$ cat src/rtl/spi_slave_pkg.sv
// spi_slave_pkg: shared state type and constants for the SPI mode-0 responder.
// Imported by spi_slave and spi_slave_rx_fifo.
package spi_slave_pkg;

    typedef enum logic [1:0] {
        IDLE  = 2'd0,
        LOAD  = 2'd1,
        SHIFT = 2'd2
    } spi_slave_state_e;

    localparam int RX_FIFO_DEPTH = 4;
    localparam int SYNC_STAGES   = 2;

endpackage

$ cat src/rtl/spi_slave_rx_fifo.sv
// spi_slave_rx_fifo: small synchronous FIFO holding received words.
// A push into a full FIFO is accepted only when a pop frees a slot in the same cycle.
module spi_slave_rx_fifo
    import spi_slave_pkg::*;
#(
    parameter int WIDTH = 8,
    parameter int DEPTH = RX_FIFO_DEPTH
) (
    input  logic             clock,
    input  logic             reset,
    input  logic             push,
    input  logic [WIDTH-1:0] din,
    input  logic             pop,
    output logic [WIDTH-1:0] dout,
    output logic             full,
    output logic             empty
);
    localparam int PTR_W = (DEPTH > 1) ? $clog2(DEPTH) : 1;
    localparam int CNT_W = $clog2(DEPTH + 1);

    logic [WIDTH-1:0] mem [DEPTH];
    logic [PTR_W-1:0] wr_ptr;
    logic [PTR_W-1:0] rd_ptr;
    logic [CNT_W-1:0] count;
    logic             wr_en;
    logic             rd_en;

    function automatic logic [PTR_W-1:0] ptr_inc(input logic [PTR_W-1:0] p);
        return (p == PTR_W'(DEPTH - 1)) ? '0 : p + PTR_W'(1);
    endfunction

    assign full  = (count == CNT_W'(DEPTH));
    assign empty = (count == '0);
    assign rd_en = pop && !empty;
    assign wr_en = push && (!full || rd_en);
    assign dout  = empty ? '0 : mem[rd_ptr];

    always_ff @(posedge clock or posedge reset) begin
        if (reset) begin
            wr_ptr <= '0;
            rd_ptr <= '0;
            count  <= '0;
        end else begin
            if (wr_en) wr_ptr <= ptr_inc(wr_ptr);
            if (rd_en) rd_ptr <= ptr_inc(rd_ptr);
            count <= count + CNT_W'(wr_en) - CNT_W'(rd_en);
        end
    end

    // NOTE: storage is deliberately not reset; dout is gated by empty so stale contents never reach the port.
    always_ff @(posedge clock) begin
        if (wr_en) mem[wr_ptr] <= din;
    end

endmodule

$ cat src/rtl/spi_slave.sv
// spi_slave: SPI mode-0 responder (MSB first) exchanging whole frames with local logic over valid/ready.
// Define SPI_SLAVE_RX_FIFO_EN to buffer received words in a 4-entry FIFO instead of one holding register.
module spi_slave
    import spi_slave_pkg::*;
#(
    parameter int                DATA_W    = 8,
    parameter logic [DATA_W-1:0] IDLE_WORD = 'h00
) (
    input  logic              clock,
    input  logic              reset,
    input  logic              sclk,
    input  logic              ss_n,
    input  logic              mosi,
    output logic              miso,
    output logic              miso_oe,
    input  logic [DATA_W-1:0] tx_data,
    input  logic              tx_valid,
    output logic              tx_ready,
    output logic [DATA_W-1:0] rx_data,
    output logic              rx_valid,
    input  logic              rx_ready,
    output logic              overrun,
    output logic              underrun,
    output logic              abort
);
    localparam int               CNT_W    = $clog2(DATA_W);
    localparam logic [CNT_W-1:0] LAST_BIT = CNT_W'(DATA_W - 1);

    logic [SYNC_STAGES-1:0] sclk_sync;
    logic [SYNC_STAGES-1:0] ss_sync;
    logic [SYNC_STAGES-1:0] mosi_sync;
    logic                   sclk_d;
    logic                   ss_d;
    logic                   sclk_s;
    logic                   ss_s;
    logic                   mosi_s;
    logic                   sclk_rise_q;
    logic                   sclk_fall_q;
    logic                   ss_fall;
    logic                   ss_rise;

    spi_slave_state_e state;
    spi_slave_state_e state_nxt;

    logic [CNT_W-1:0]  bit_cnt;
    logic              frame_done;
    logic [DATA_W-1:0] tx_shift;
    logic [DATA_W-1:0] tx_hold;
    logic              tx_full;
    logic [DATA_W-1:0] rx_shift;
    logic [DATA_W-1:0] rx_word;

    logic load_tx;
    logic tx_shift_en;
    logic rx_sample;
    logic frame_end;
    logic abort_set;
    logic rx_push;
    logic rx_pop;
    logic rx_full_w;

    assign sclk_s  = sclk_sync[SYNC_STAGES-1];
    assign ss_s    = ss_sync[SYNC_STAGES-1];
    assign mosi_s  = mosi_sync[SYNC_STAGES-1];
    assign ss_fall = !ss_s && ss_d;
    assign ss_rise = ss_s && !ss_d;

    // sclk edges are registered once more so shift and capture land 4 cycles after the pin;
    // ss_n edges drive the FSM directly and the LOAD cycle supplies the fourth cycle there.
    // NOTE: every clocked block uses <= so all flops sample pre-edge values whatever the statement order.
    always_ff @(posedge clock or posedge reset) begin
        if (reset) begin
            sclk_sync   <= '0;
            ss_sync     <= '1;
            mosi_sync   <= '0;
            sclk_d      <= 1'b0;
            ss_d        <= 1'b1;
            sclk_rise_q <= 1'b0;
            sclk_fall_q <= 1'b0;
        end else begin
            sclk_sync   <= {sclk_sync[SYNC_STAGES-2:0], sclk};
            ss_sync     <= {ss_sync[SYNC_STAGES-2:0], ss_n};
            mosi_sync   <= {mosi_sync[SYNC_STAGES-2:0], mosi};
            sclk_d      <= sclk_s;
            ss_d        <= ss_s;
            sclk_rise_q <= sclk_s && !sclk_d;
            sclk_fall_q <= !sclk_s && sclk_d;
        end
    end

    always_ff @(posedge clock or posedge reset) begin
        if (reset) state <= IDLE;
        else       state <= state_nxt;
    end

    // NOTE: every signal driven here gets a default first, so no path can infer a latch.
    always_comb begin
        state_nxt   = state;
        load_tx     = 1'b0;
        tx_shift_en = 1'b0;
        rx_sample   = 1'b0;
        frame_end   = 1'b0;
        abort_set   = 1'b0;
        case (state)
            IDLE: begin
                if (ss_fall) state_nxt = LOAD;
            end
            LOAD: begin
                load_tx   = 1'b1;
                state_nxt = SHIFT;
            end
            SHIFT: begin
                if (ss_rise) begin
                    state_nxt = IDLE;
                    abort_set = (bit_cnt != '0);
                end else begin
                    if (sclk_rise_q) begin
                        rx_sample = 1'b1;
                        frame_end = (bit_cnt == LAST_BIT);
                    end
                    if (sclk_fall_q) begin
                        load_tx     = frame_done;
                        tx_shift_en = !frame_done;
                    end
                end
            end
            default: state_nxt = IDLE;
        endcase
    end

    assign tx_ready = !tx_full;
    assign miso     = miso_oe && tx_shift[DATA_W-1];
    assign rx_word  = {rx_shift[DATA_W-2:0], mosi_s};
    assign rx_push  = frame_end;
    assign rx_pop   = rx_valid && rx_ready;

    always_ff @(posedge clock or posedge reset) begin
        if (reset) begin
            tx_shift   <= '0;
            tx_hold    <= '0;
            tx_full    <= 1'b0;
            rx_shift   <= '0;
            bit_cnt    <= '0;
            frame_done <= 1'b0;
            miso_oe    <= 1'b0;
            underrun   <= 1'b0;
            overrun    <= 1'b0;
            abort      <= 1'b0;
        end else begin
            if (load_tx)          tx_shift <= tx_full ? tx_hold : IDLE_WORD;
            else if (tx_shift_en) tx_shift <= {tx_shift[DATA_W-2:0], 1'b0};

            // Handshake needs an empty holder, so it never collides with a load that drains a full one.
            if (tx_valid && !tx_full) begin
                tx_hold <= tx_data;
                tx_full <= 1'b1;
            end else if (load_tx) begin
                tx_full <= 1'b0;
            end

            if (rx_sample) rx_shift <= rx_word;

            if (state != SHIFT || state_nxt != SHIFT || frame_end) bit_cnt <= '0;
            else if (rx_sample)                                    bit_cnt <= bit_cnt + CNT_W'(1);

            if (state_nxt != SHIFT) frame_done <= 1'b0;
            else if (frame_end)     frame_done <= 1'b1;
            else if (load_tx)       frame_done <= 1'b0;

            miso_oe  <= (state_nxt == SHIFT);
            underrun <= load_tx && !tx_full;
            overrun  <= rx_push && rx_full_w && !rx_pop;
            abort    <= abort_set;
        end
    end

`ifdef SPI_SLAVE_RX_FIFO_EN
    logic rx_empty;

    spi_slave_rx_fifo #(
        .WIDTH (DATA_W),
        .DEPTH (RX_FIFO_DEPTH)
    ) u_rx_fifo (
        .clock (clock),
        .reset (reset),
        .push  (rx_push),
        .din   (rx_word),
        .pop   (rx_pop),
        .dout  (rx_data),
        .full  (rx_full_w),
        .empty (rx_empty)
    );

    assign rx_valid = !rx_empty;
`else
    logic              rx_full_q;
    logic [DATA_W-1:0] rx_hold;

    always_ff @(posedge clock or posedge reset) begin
        if (reset) begin
            rx_full_q <= 1'b0;
            rx_hold   <= '0;
        end else if (rx_push && (!rx_full_q || rx_pop)) begin
            rx_full_q <= 1'b1;
            rx_hold   <= rx_word;
        end else if (rx_pop) begin
            rx_full_q <= 1'b0;
        end
    end

    assign rx_full_w = rx_full_q;
    assign rx_valid  = rx_full_q;
    assign rx_data   = rx_hold;
`endif

endmodule

$ cat config.mk
export PLATFORM = sky130hd
export DESIGN_NAME = spi_slave
export DESIGN_NICKNAME = d
export VERILOG_FILES = /design/src/rtl/spi_slave_pkg.sv /design/src/rtl/spi_slave_rx_fifo.sv /design/src/rtl/spi_slave.sv
export SDC_FILE = /design/constraint.sdc
export NUM_CORES = 1
export LEC_CHECK = 0
export ABC_CLOCK_PERIOD_IN_PS = 1800
export CORE_MARGIN = 2
export CORE_UTILIZATION = 56
export CTS_BUF_LIST = sky130_fd_sc_hd__clkbuf_4
export CTS_CLUSTER_SIZE = 10
export DETAILED_ROUTE_END_ITERATION = 10
export PLACE_DENSITY = 0.81
export SETUP_SLACK_MARGIN = 0.5
export SYNTH_ARGS = -nofsm -noshare
export SYNTH_HDL_FRONTEND = slang
export SYNTH_HIERARCHICAL = 1
export SYNTH_SLANG_ARGS = --single-unit
export TNS_END_PERCENT = 50
$ cat constraint.sdc
create_clock -name clock -period 1.8 [get_ports clock]
set_input_delay 0.18 -clock clock [delete_from_list [all_inputs] [get_ports clock]]
set_output_delay 0.18 -clock clock [all_outputs]
set_load 0.03 [all_outputs]
# Yosys cells after proc, flatten, opt, wreduce, memory -nomap -nowiden
# Cells that the tools add are included.
# classes
add_sub_neg,1
eq_ne,6
muxes,28
n_reduce_logical,29
# op_table
cell,n
two-way mux 8 bit,3
two-way mux 1 bit,19
logical AND 1 bit,11
zero test 1 bit,8
nonzero test 2 bit,4
two-way mux 3 bit,2
one-hot mux 2 bit (3 select lines),1
nonzero test 3 bit,2
"equality test 2 bit, second input constant",2
two-way mux 2 bit,2
"inequality test 2 bit, second input constant",2
"adder 3 x 1 -> 3 bit, second input constant",1
"equality test 3 bit, second input constant",1
logical OR 1 bit,3
"equality test 2 x 1 -> 1 bit, second input constant",1
zero test 2 bit,1
one-hot mux 1 bit (2 select lines),1
# totals
regBits,53
in_bits,15
output_inout_bits,15
word_cells,84

# Depth between registers and ports, before layout
# logic_depth
depth_word,8
depth_mapped,7
depth_no_buf,6

# Worst setup path before layout
# Ideal clock, no wire load.
# synth_timing
kind,reg2reg
start,register state[0]
end,register rx_shift[0]
setup_time_ns,0.125
arrival_time_ns,1.539
required_ns,1.675
path_slack_ns,0.136
path_stages_with_launch,7
n_path_buf,2
period_less_slack_ns,1.664
path_cell_list,dfrtp_1 -> inv_1 -> ha_1 -> and3_1 -> buf_4 -> buf_6 -> mux2_2
# synth_via
elab_chain_cells,2
# synth_rtl
item,line_no,source
"start, declared",spi_slave.sv:42,spi_slave_state_e state;
"start signal, assigned",spi_slave.sv:93,else state <= state_nxt;
equality test 2 bit,spi_slave.sv:104,case (state)
two-way mux 1 bit,spi_slave.sv:104,
"end signal, assigned",spi_slave.sv:161,if (rx_sample) rx_shift <= rx_word;
"end, declared",spi_slave.sv:50,logic [DATA_W-1:0] rx_shift;
# Every way passes these cells.
# A chain may end at the register's enable or synchronous reset.

# Worst setup path after layout
# layout_timing
start,register state[1]
end,register tx_shift[7]
# layout_via
elab_chain_cells,3
elab_cells_between_ends,6
cone_classes,2 x eq/ne; 3 x mux; 1 x reduce/logical
# layout_rtl
item,line_no,source
equality test 2 bit or equality test 2 x 1 -> 1 bit (tied branches),spi_slave.sv:104,
one-hot mux 1 bit (2 select lines) or two-way mux 1 bit (tied branches),spi_slave.sv:104,
two-way mux 8 bit or nonzero test 2 bit (tied branches),--,
"end signal, assigned",spi_slave.sv:150,if (load_tx) tx_shift <= tx_full ? tx_hold : IDLE_WORD;
"end signal, assigned",spi_slave.sv:151,"else if (tx_shift_en) tx_shift <= {tx_shift[DATA_W-2:0], 1'b0};"
"end, declared",spi_slave.sv:47,logic [DATA_W-1:0] tx_shift;
# Parallel ways exist; a longest one is shown, timed or not.

==> results.toml <==
[run_status]
run_status = "finished, final reports clean"

[timing]
slew_viol_final = 0
worst_pin_slew_ns = 0.5210
rsz0062_at_grt = "yes"
hold_viol = 0
clock_skew_ns = 0.01160
setup_viol = 0
period_share = 0.9178
achievable-frequency_mhz = 605.3
fin_crit_ns = 1.652
slew_headroom = 0.6519
setup-tns-final_ns = 0

[global_routing]
grt_antenna_before_repair = 0
grt_pass1_wl_um = 6879
grt_usage = 0.2105
grt_max_degree = 27
globalRoute.totalOverflow = 0
grt_pass1_vias = 1446

[finish]
syn2layout_area_growth_pct = 35.61
fin_util = 0.8031
nets = 238
final_common_cell = "dfrtp_1"
drive_above_1_share = 0.4562
mostFrequentLayoutCells = "dfrtp_1, mux2_2, clkdlybuf4s50_1"
n_antenna_cell = 0

[setup_path]
worstPathMaxFanout = 4
path_cells = "inv_2 > ha_4 > nand2_4 > o31ai_4 > buf_6 > clkbuf_16 > o21ai_1"
cp_slowest_cell = "dfrtp_2"
path_class = "reg -> reg"
required_ns = 2.06
r2r_cells = 7
slowest_delay_ns = 0.44
cp.arrival_ns = 1.92
start_kind = "register"
crit_path_end_kind = "register"

[die]
rows = 22
start_util = 0.5922
core_um2 = 3744
die_area_um2 = 4478
die_h_um = 66.92
num_io_pins = 30
die_w_um = 66.92

[routing]
wl_um = 4583
drc = 0
ant_nets = 0
drt_pre_antenna_iters = 5
vias_per_cell = 5.558
drt_iter0_markers = 77
wl_per_cell_um = 17.29
vias = 1473

[pwr]
p_per_area_nw_per_um2 = 1212
p_leak_uw = 0.001359
p_total_uw = 3644
worst_ir_drop_vdd_mv = 0.9063

[clock_tree]
cts_buffers = 5
clock_latency_ns = 0.37
clock_sinks = 53
cts_tree = "built"
clk_pin_slew_worst_paths_ns = 0.16
cts-root-buf = "clkbuf_4"
cts_buffer_depth = 2
ctsHtreeMaxLevel = 2
hold_buffers = 0

[logic_synthesis]
seq_area_frac_synth = 0.5999
synthesis.nets = 185
synth_edf_count = 0
synth_cell_types = 31
syn_area_um2 = 2217
synthCells = 163
avgSynthCellArea_um2 = 13.60
async_reset_ff_frac = 1.000
ys_warn_count = 6
synth-main-ff-cell = "dfrtp_1"
ys_ff_latch = 53

[worst_hold_path]
min_path_type = "in -> async"

[placed_design]
port_buffers = 29
routabilityCongestion = 0.7660
dpl.hpwl_um = 2753

[run]
maxCapViolCount = 0
-- per-stage QoR --
step	worst slack [ns]	hold slack, ns	std cells	area, um^2
2_1_floorplan	0.2475	0.1845	163	2257
3_3_place_gp	0.2016	0.3342	243	2646
3_5_place_dp	0.1219	0.3434	243	2646
4_1_cts	0.2585	0.1692	257	2851
5_1_grt	0.1218	0.1886	265	3007
6_report	0.1480	0.1790	265	3007
-- Yosys cell counts, drive strengths merged, types with 5 or more instances --
library cell | n | area [um^2]
dfrtp | 50 | 1251
mux2 | 23 | 259.0
ha | 7 | 87.58
buf | 5 | 42.53
inv | 9 | 33.78
nand3 | 9 | 57.56
o21ai | 11 | 55.05
nor2b | 9 | 56.30
nand2 | 6 | 25.03
mux2i | 10 | 100.1
-- final timing paths --
check,startpoint,to,slack [ns]
worst max-delay path,state[1]$_DFF_PP0_,tx_shift[7]$_DFFE_PP0P_,0.15
worst min-delay path,reset,tx_shift[6]$_DFFE_PP0P_,0.18
worst max register to register,state[1]$_DFF_PP0_,tx_shift[7]$_DFFE_PP0P_,0.15
worst min register to register,ss_sync[0]$_DFF_PP1_,ss_sync[1]$_DFF_PP1_,0.37
max in group asynchronous,reset,rx_shift[6]$_DFFE_PP0P_,1.14
min in group clock,ss_n,ss_sync[0]$_DFF_PP1_,0.20
-- routing by layer --
layer / global-route usage / share of wire / vias up / wire length (um)
met5: 0 / 0 / - / 0
met2: 0.3500 / 0.53 / 53 / 2430
met4: 0.06888 / 0.022 / 0 / 102
met1: 0.2750 / 0.41 / 739 / 1886
met3: 0.04561 / 0.036 / 18 / 165
li1: - / - / 663 / -
-- cells by family after synthesis --
kind of cell,after synthesis,share of synthesized area
mux,33,0.1620
buf+inv,14,0.03442
compound gates,18,0.05418
flops,53,0.5999
simple gates,38,0.1100
fa+ha+maj,7,0.03950
-- report_power, final --
group          switching [uW]  internal (uW)  leakage (uW)
clock                     387            160     0.0000318
sequential                213           1460      0.000680
combinational             631            797      0.000647
-- timing repair --
item / 4_1_cts / 5_1_grt
setup endpoints to repair: 55 / 50
cloned: 1 / 1
buffers inserted: 5 / 7
gates resized for setup: 59 / 24
pin swaps: 3 / 7
-- area by class of cell --
cell class	instances	area, um^2
well taps	48	60.06
fillers	210	737.0
clock buffers	5	37.54
flip-flops and latches	53	1333
multi-input cells	96	962.2
inverters	9	37.54
clock inverters	3	25.02
repair buffers	51	551.8
-- registers in the layout (all words and copies together) (netlist names), 2 cells and up --
register and cells:
tx_hold 8, state 2, ss_sync 2, rx_data 8
bit_cnt 3, sclk_sync 2, mosi_sync 2, rx_shift 7
tx_shift 8
-- critical path, delay by kind of cell, from the launching register on --
kind            cells  cell delay (ns)
simple gates        1             0.05
flops               1             0.44
compound gates      2             0.40
fa+ha+maj           1             0.28
buf+inv             3             0.38
Power figures use the tool's default switching activity.
